## src/rtl/matmul_pkg.sv

```systemverilog
// Shared matrix-multiply definitions: dimensions, element type, C-matrix address map.
// Also carries the result-reader beat struct and FSM state type.
package matmul_pkg;
  localparam int N  = 8;
  localparam int DW = 19;
  localparam int AW = 6;
  localparam int RW = $clog2(N);

  typedef logic signed [DW-1:0] c_elem_t;
  typedef logic [RW-1:0]        idx_t;

  typedef struct packed {
    c_elem_t data;
    idx_t    row;
    idx_t    col;
    logic    last;
  } c_beat_t;

  typedef enum logic [1:0] {S_IDLE, S_READ, S_DRAIN, S_DONE} rd_state_t;

  // C is stored column-major in the output RAM
  function automatic logic [AW-1:0] c_addr(input idx_t r, input idx_t c);
    return AW'(int'(c) * N + int'(r));
  endfunction
endpackage

```

## src/rtl/c_result_reader_if.sv

```systemverilog
// RAM read port and output stream of the C result reader.
// master = reader side, slave = RAM/consumer side.
interface c_result_reader_if;
  import matmul_pkg::*;

  logic            mem_rd_en;
  logic [AW-1:0]   mem_addr;
  c_elem_t         mem_rdata;
  logic            out_valid;
  logic            out_ready;
  c_elem_t         out_data;
  idx_t            out_row;
  idx_t            out_col;
  logic            out_last;

  modport master (
    output mem_rd_en, mem_addr, out_valid, out_data, out_row, out_col, out_last,
    input  mem_rdata, out_ready
  );
  modport slave (
    input  mem_rd_en, mem_addr, out_valid, out_data, out_row, out_col, out_last,
    output mem_rdata, out_ready
  );
endinterface

```

## src/rtl/c_reader_fifo2.sv

```systemverilog
// Two-entry FIFO of result beats; head is registered so outputs hold while stalled.
module c_reader_fifo2
  import matmul_pkg::*;
(
  input  logic       clk,
  input  logic       reset,
  input  logic       push,
  input  c_beat_t    in_beat,
  input  logic       pop,
  output c_beat_t    head,
  output logic       valid,
  output logic [1:0] count
);
  c_beat_t slot1;

  assign valid = (count != 2'd0);

  always_ff @(posedge clk) begin
    if (reset) begin
      count <= 2'd0;
      head  <= '0;
      slot1 <= '0;
    end else begin
      case ({push, pop})
        2'b10: begin
          if (count == 2'd0) head <= in_beat;
          else               slot1 <= in_beat;
          count <= count + 2'd1;
        end
        2'b01: begin
          if (count == 2'd2) head <= slot1;
          count <= count - 2'd1;
        end
        2'b11: begin
          // occupancy unchanged; the older entry moves up first
          if (count == 2'd2) begin
            head  <= slot1;
            slot1 <= in_beat;
          end else begin
            head  <= in_beat;
          end
        end
        default: ;
      endcase
    end
  end
endmodule

```

## src/rtl/c_result_reader.sv

```systemverilog
// Drains the NxN C matrix from the output RAM and streams it row-major with tags.
// Optional C_READER_SAT16_EN clamps beats to 16-bit signed range and flags it in sat_seen.
module c_result_reader
  import matmul_pkg::*;
(
  input  logic clk,
  input  logic reset,
  input  logic start,
  output logic busy,
  output logic done,
  output logic sat_seen,
  c_result_reader_if.master bus
);
  rd_state_t  state;
  logic [6:0] issue_cnt;
  logic       inflight;
  idx_t       fl_row, fl_col;
  logic       fl_last;
  logic [1:0] fifo_count;
  logic       fifo_valid;
  logic       pop, room, issue;
  c_beat_t    push_beat, head;

  assign pop   = fifo_valid & bus.out_ready;
  // a read may issue only if its data is guaranteed a slot when it returns
  assign room  = ({1'b0, fifo_count} + {2'b0, inflight} - {2'b0, pop}) < 3'd2;
  assign issue = (state == S_READ) && room;

  assign bus.mem_rd_en = issue;
  assign bus.mem_addr  = c_addr(issue_cnt[5:3], issue_cnt[2:0]);

  always_ff @(posedge clk) begin
    if (reset) begin
      state     <= S_IDLE;
      busy      <= 1'b0;
      done      <= 1'b0;
      issue_cnt <= 7'd0;
      inflight  <= 1'b0;
      fl_row    <= '0;
      fl_col    <= '0;
      fl_last   <= 1'b0;
    end else begin
      inflight <= issue;
      done     <= 1'b0;
      if (issue) begin
        fl_row    <= issue_cnt[5:3];
        fl_col    <= issue_cnt[2:0];
        fl_last   <= (issue_cnt == 7'd63);
        issue_cnt <= issue_cnt + 7'd1;
      end
      case (state)
        S_IDLE: if (start) begin
          state     <= S_READ;
          busy      <= 1'b1;
          issue_cnt <= 7'd0;
        end
        S_READ:  if (issue && issue_cnt == 7'd63) state <= S_DRAIN;
        S_DRAIN: if (pop && head.last) begin
          state <= S_DONE;
          busy  <= 1'b0;
          done  <= 1'b1;
        end
        S_DONE:  state <= S_IDLE;
      endcase
    end
  end

`ifdef C_READER_SAT16_EN
  localparam c_elem_t SAT_MAX = 19'sd32767;
  localparam c_elem_t SAT_MIN = -19'sd32768;
  logic clamp_hi, clamp_lo;

  assign clamp_hi = bus.mem_rdata > SAT_MAX;
  assign clamp_lo = bus.mem_rdata < SAT_MIN;

  always_comb begin
    push_beat      = '0;
    push_beat.data = clamp_hi ? SAT_MAX : (clamp_lo ? SAT_MIN : bus.mem_rdata);
    push_beat.row  = fl_row;
    push_beat.col  = fl_col;
    push_beat.last = fl_last;
  end

  always_ff @(posedge clk) begin
    if (reset)                          sat_seen <= 1'b0;
    else if (state == S_IDLE && start)  sat_seen <= 1'b0;
    else if (inflight && (clamp_hi || clamp_lo)) sat_seen <= 1'b1;
  end
`else
  always_comb begin
    push_beat      = '0;
    push_beat.data = bus.mem_rdata;
    push_beat.row  = fl_row;
    push_beat.col  = fl_col;
    push_beat.last = fl_last;
  end

  assign sat_seen = 1'b0;
`endif

  c_reader_fifo2 u_fifo (
    .clk     (clk),
    .reset   (reset),
    .push    (inflight),
    .in_beat (push_beat),
    .pop     (pop),
    .head    (head),
    .valid   (fifo_valid),
    .count   (fifo_count)
  );

  assign bus.out_valid = fifo_valid;
  assign bus.out_data  = head.data;
  assign bus.out_row   = head.row;
  assign bus.out_col   = head.col;
  assign bus.out_last  = head.last;
endmodule

```

## src/flat_wrapper.sv

```systemverilog
// flat-port wrapper written by rule: the top's interface ports become plain ports
module c_result_reader_flat import matmul_pkg::*;
  (clk, reset, start, busy, done, sat_seen, bus_mem_rd_en, bus_mem_addr, bus_out_valid, bus_out_data, bus_out_row, bus_out_col, bus_out_last, bus_mem_rdata, bus_out_ready);
  c_result_reader_if bus_i ();
  input  logic clk;
  input  logic reset;
  input  logic start;
  output logic busy;
  output logic done;
  output logic sat_seen;
  output wire logic [$bits(bus_i.mem_rd_en)-1:0] bus_mem_rd_en;
  output wire logic [$bits(bus_i.mem_addr)-1:0] bus_mem_addr;
  output wire logic [$bits(bus_i.out_valid)-1:0] bus_out_valid;
  output wire logic [$bits(bus_i.out_data)-1:0] bus_out_data;
  output wire logic [$bits(bus_i.out_row)-1:0] bus_out_row;
  output wire logic [$bits(bus_i.out_col)-1:0] bus_out_col;
  output wire logic [$bits(bus_i.out_last)-1:0] bus_out_last;
  input wire logic [$bits(bus_i.mem_rdata)-1:0] bus_mem_rdata;
  input wire logic [$bits(bus_i.out_ready)-1:0] bus_out_ready;
  assign bus_mem_rd_en = bus_i.mem_rd_en;
  assign bus_mem_addr = bus_i.mem_addr;
  assign bus_out_valid = bus_i.out_valid;
  assign bus_out_data = bus_i.out_data;
  assign bus_out_row = bus_i.out_row;
  assign bus_out_col = bus_i.out_col;
  assign bus_out_last = bus_i.out_last;
  assign bus_i.mem_rdata = bus_mem_rdata;
  assign bus_i.out_ready = bus_out_ready;
  c_result_reader u_core (.clk(clk), .reset(reset), .start(start), .busy(busy), .done(done), .sat_seen(sat_seen), .bus(bus_i));
endmodule
```

## config.mk

```make
export PLATFORM = sky130hd
export DESIGN_NAME = c_result_reader_flat
export DESIGN_NICKNAME = d
export VERILOG_FILES = /design/src/rtl/matmul_pkg.sv /design/src/rtl/c_result_reader_if.sv /design/src/rtl/c_reader_fifo2.sv /design/src/rtl/c_result_reader.sv /design/src/flat_wrapper.sv
export SDC_FILE = /design/constraint.sdc
export NUM_CORES = 1
export LEC_CHECK = 0
export CORE_ASPECT_RATIO = 1.25
export CORE_MARGIN = 5
export CORE_UTILIZATION = 25
export CTS_BUF_LIST = sky130_fd_sc_hd__clkbuf_2
export DETAILED_ROUTE_END_ITERATION = 10
export GPL_ROUTABILITY_DRIVEN = 0
export GPL_TIMING_DRIVEN = 0
export PLACE_DENSITY = 0.43
export SETUP_SLACK_MARGIN = 0.15
export SLEW_MARGIN = 20
export SYNTH_ARGS = -nofsm -noshare
export SYNTH_HDL_FRONTEND = slang
export SYNTH_SLANG_ARGS = --single-unit
```

## constraint.sdc

```tcl
create_clock -name clk -period 4.2 [get_ports clk]
set_input_delay 0.42 -clock clk [delete_from_list [all_inputs] [get_ports clk]]
set_output_delay 0.42 -clock clk [all_outputs]
set_load 0.05 [all_outputs]
```

==> results.cfg <==
[critical_path]
r2r_cells = 11
crit_arrival_ps = 3420
slowest_delay_ps = 400
cp.depth = 12
crit_buf_inv = 5
path_cells = buf_4 -> or2_2 -> nand2_1 -> inv_1 -> ha_1 -> nand2b_1 -> fa_1 -> xnor2_2 -> nand3_2 -> clkbuf_4 -> inv_1 -> clkbuf_4
cp_slowest_cell = fa_1
cp_top_family = simple AND/OR/NAND/NOR gates
cp-end-kind = output pin
required_ps = 3780
critPathMaxFanout = 10
critPathKind = register to output pin
cp-start-kind = register

[hold_path]
hold_path.class = input port to register
whs_path_depth = 3

[global_route]
grt_max_degree = 12
grt_pass1_vias = 2908
track_usage_pct = 12.2
grt_pass1_wl_mm = 15.0
overflow = 0
antenna_found_initial = 0

[timing]
setup_viol = 0
fin_crit_sh_pct = 91.5
tightest_slew_ps = 688
finalClockSkew_ps = 21.5
slew_viol_final = 0
rsz0062_at_grt = no
fin_crit_ps = 3840
clock.fmax_ghz = 0.260
final_hold_viol_count = 0
slew_headroom_pct = 54.1
fin_setup_tns_ps = 0
hold-worst-slack_ps = 432

[power]
p_sw_share_pct = 46.1
p_seq_share_pct = 33.0
power.density_mw_per_mm2 = 669
clockPowerShare_pct = 13.6
leakagePower_nw = 1.52
switchingPower_mw = 1.30
comb_power_share_pct = 53.3
ir_drop_mv = 0.258
intPower_mw = 1.52

[cts]
clock_path_buffers = 2
clk_latency_ps = 510
cts_sinks = 73
cts_buffers = 9
cts_tree = yes
post_cts_buffers = 0
clk_pin_slew_ps = 190
htree_levels = 3
cts-root-buf = clkbuf_2

[logic_synthesis]
synthTopCellsByArea = dfxtp_1 (44%), mux2i_1 (10%), a311oi_1 (6.9%)
ys_ff_latch = 73
synth_ff_type = dfxtp_1
synth_top_area_cell = dfxtp_1
syn_nets = 397
synth-seq-area-share_pct = 44.1
syn_avg_cell_area_um2 = 9.13
ys.warnings.count = 0
synth-async-reset-ratio_pct = 0
synth_edf_count = 0
ys_types = 40
netlist_instances = 363
syn_area_mm2 = 0.00331
yosysTopAreaCellShare_pct = 44.1

[layout]
area_growth_syn_to_layout_pct = 27.0
final_nets = 465
n_antenna_cell = 0
fin_util_pct = 32.1
final_cell_count_no_fill = 606
fill_cells = 1413
stdcell_area_mm2 = 0.00421
drive_gt1_share_pct = 9.89

[routing]
avgRoutedWirePerCell_um = 15.5
dr.pass1.iters = 4
ant_nets = 0
drt_iter0_markers = 102
drc = 0
vias = 2818
postRouteWirelength_mm = 9.37
avgViaCountPerCell = 4.65

[die]
die_y_um = 139
core_mm2 = 0.0131
rows = 47
die_area_mm2 = 0.0157
die_x_um = 113
io_pins = 60
start_util_pct = 25.3

[place]
port_buffers = 57
placed_area_mm2 = 0.00410
dp.cells = 591
dp_hpwl_mm = 6.81

[flow_run]
cap_violations = 0

[run_status]
status = completed
[layout by cell type, fill, tap and decap left out, types with 5 or more instances in the layout]
master / Yosys / routed
buf_6: 5 / 5
clkdlybuf4s50_1: 0 / 56
nand2_1: 30 / 30
clkbuf_2: 0 / 12
inv_1: 10 / 10
clkbuf_1: 14 / 14
ha_1: 10 / 10
a21oi_1: 34 / 34
mux2i_1: 34 / 34
nor2_1: 41 / 41
dfxtp_1: 73 / 72
a311oi_1: 26 / 26
o21ai_0: 29 / 29
buf_4: 10 / 10
[layer usage]
layer  track usage, %  vias up  wire (µm)
li1                 -     1411          -
met3             2.05       16        413
met4             6.27        0        221
met5                0        -          0
met1             14.1     1320       4060
met2             21.4       71       4670
[worst reg2reg max path: cells and delay by family, from the launching register on]
kind	cells	cell delay, ps
compound gates	2	490
buf+inv	3	290
simple gates	4	1180
flops	1	340
fa+ha+maj	2	900
[repair_timing]
action,4_1_cts,5_1_grt
hold buffers,0,0
gates resized for setup,6,3
setup endpoints to repair,1,1
[through the flow]
stage	setup WS (ps)	power [mW]
2_1_floorplan	892	1.99
3_3_place_gp	120	2.45
3_5_place_dp	98.7	2.46
4_1_cts	223	2.86
5_1_grt	152	2.98
6_report	355	2.82
[area by class of cell]
type	count	area (µm²)	share of cell area [%]
clock inverters	3	42.5	1.01
inverters	11	41.3	0.981
plain buffers	35	215	5.11
flip-flops and latches	73	1460	34.8
multi-input cells	244	1600	38.1
repair buffers	57	568	13.5
clock buffers	12	60.1	1.43
well taps	171	214	5.08
[Yosys cell counts, drive strengths merged (2+ instances only)]
library cell and number:
xor2 4, mux2i 34, and2 2, a21oi 35
o211ai 2, inv 10, nor2 41, buf 21
dfxtp 73, nand2 30, nand3 5, a311oi 26
or3 4, ha 10, nand4 2, clkbuf 14
o21ai 29, nand2b 3
[path summary, 6_finish.rpt]
kind	start	endpoint	slack [ps]
setup / recovery	u_core.u_fifo.count[0]	bus_mem_rd_en	360
hold / removal	reset	u_core.state[1]	430
setup reg to reg	u_core.u_fifo.count[0]	u_core.state[0]	940
hold reg to reg	u_core.u_fifo.slot1[15]	u_core.u_fifo.head[15]	490
[power groups by stage]
stage          clock network, mW  logic, mW  registers (mW)
6_report                   0.383       1.50           0.930
5_1_grt                    0.426       1.61           0.949
4_1_cts                    0.406       1.52           0.932
3_5_place_dp                   0       1.51           0.946
3_3_place_gp                   0       1.51           0.946
2_1_floorplan                  0      0.674            1.32
[flip-flops by register name, summed over array words and instances, names as in the netlist]
register and flops:
u_core.u_fifo.head 26, u_core.u_fifo.slot1 26, u_core.issue_cnt 7, u_core.fl_col 3, u_core.fl_row 3, u_core.state 2
u_core.u_fifo.count 2, u_core.busy 1, u_core.done 1, u_core.fl_last 1, u_core.inflight 1
[cell families (layout without fill, tap and decap cells)]
| family | count (synthesis) | count (layout) | synth area share, % |
|---|---|---|---|
| xor+xnor | 5 | 5 | 1.55 |
| buf+inv | 46 | 118 | 7.66 |
| flops | 73 | 73 | 44.1 |
| fa+ha+maj | 11 | 11 | 4.38 |
| compound gates | 99 | 99 | 19.3 |
| other cells | 1 | 1 | 0.113 |
| simple gates | 93 | 93 | 12.3 |
| mux | 35 | 35 | 10.6 |
(Power assumes the default switching activity.)
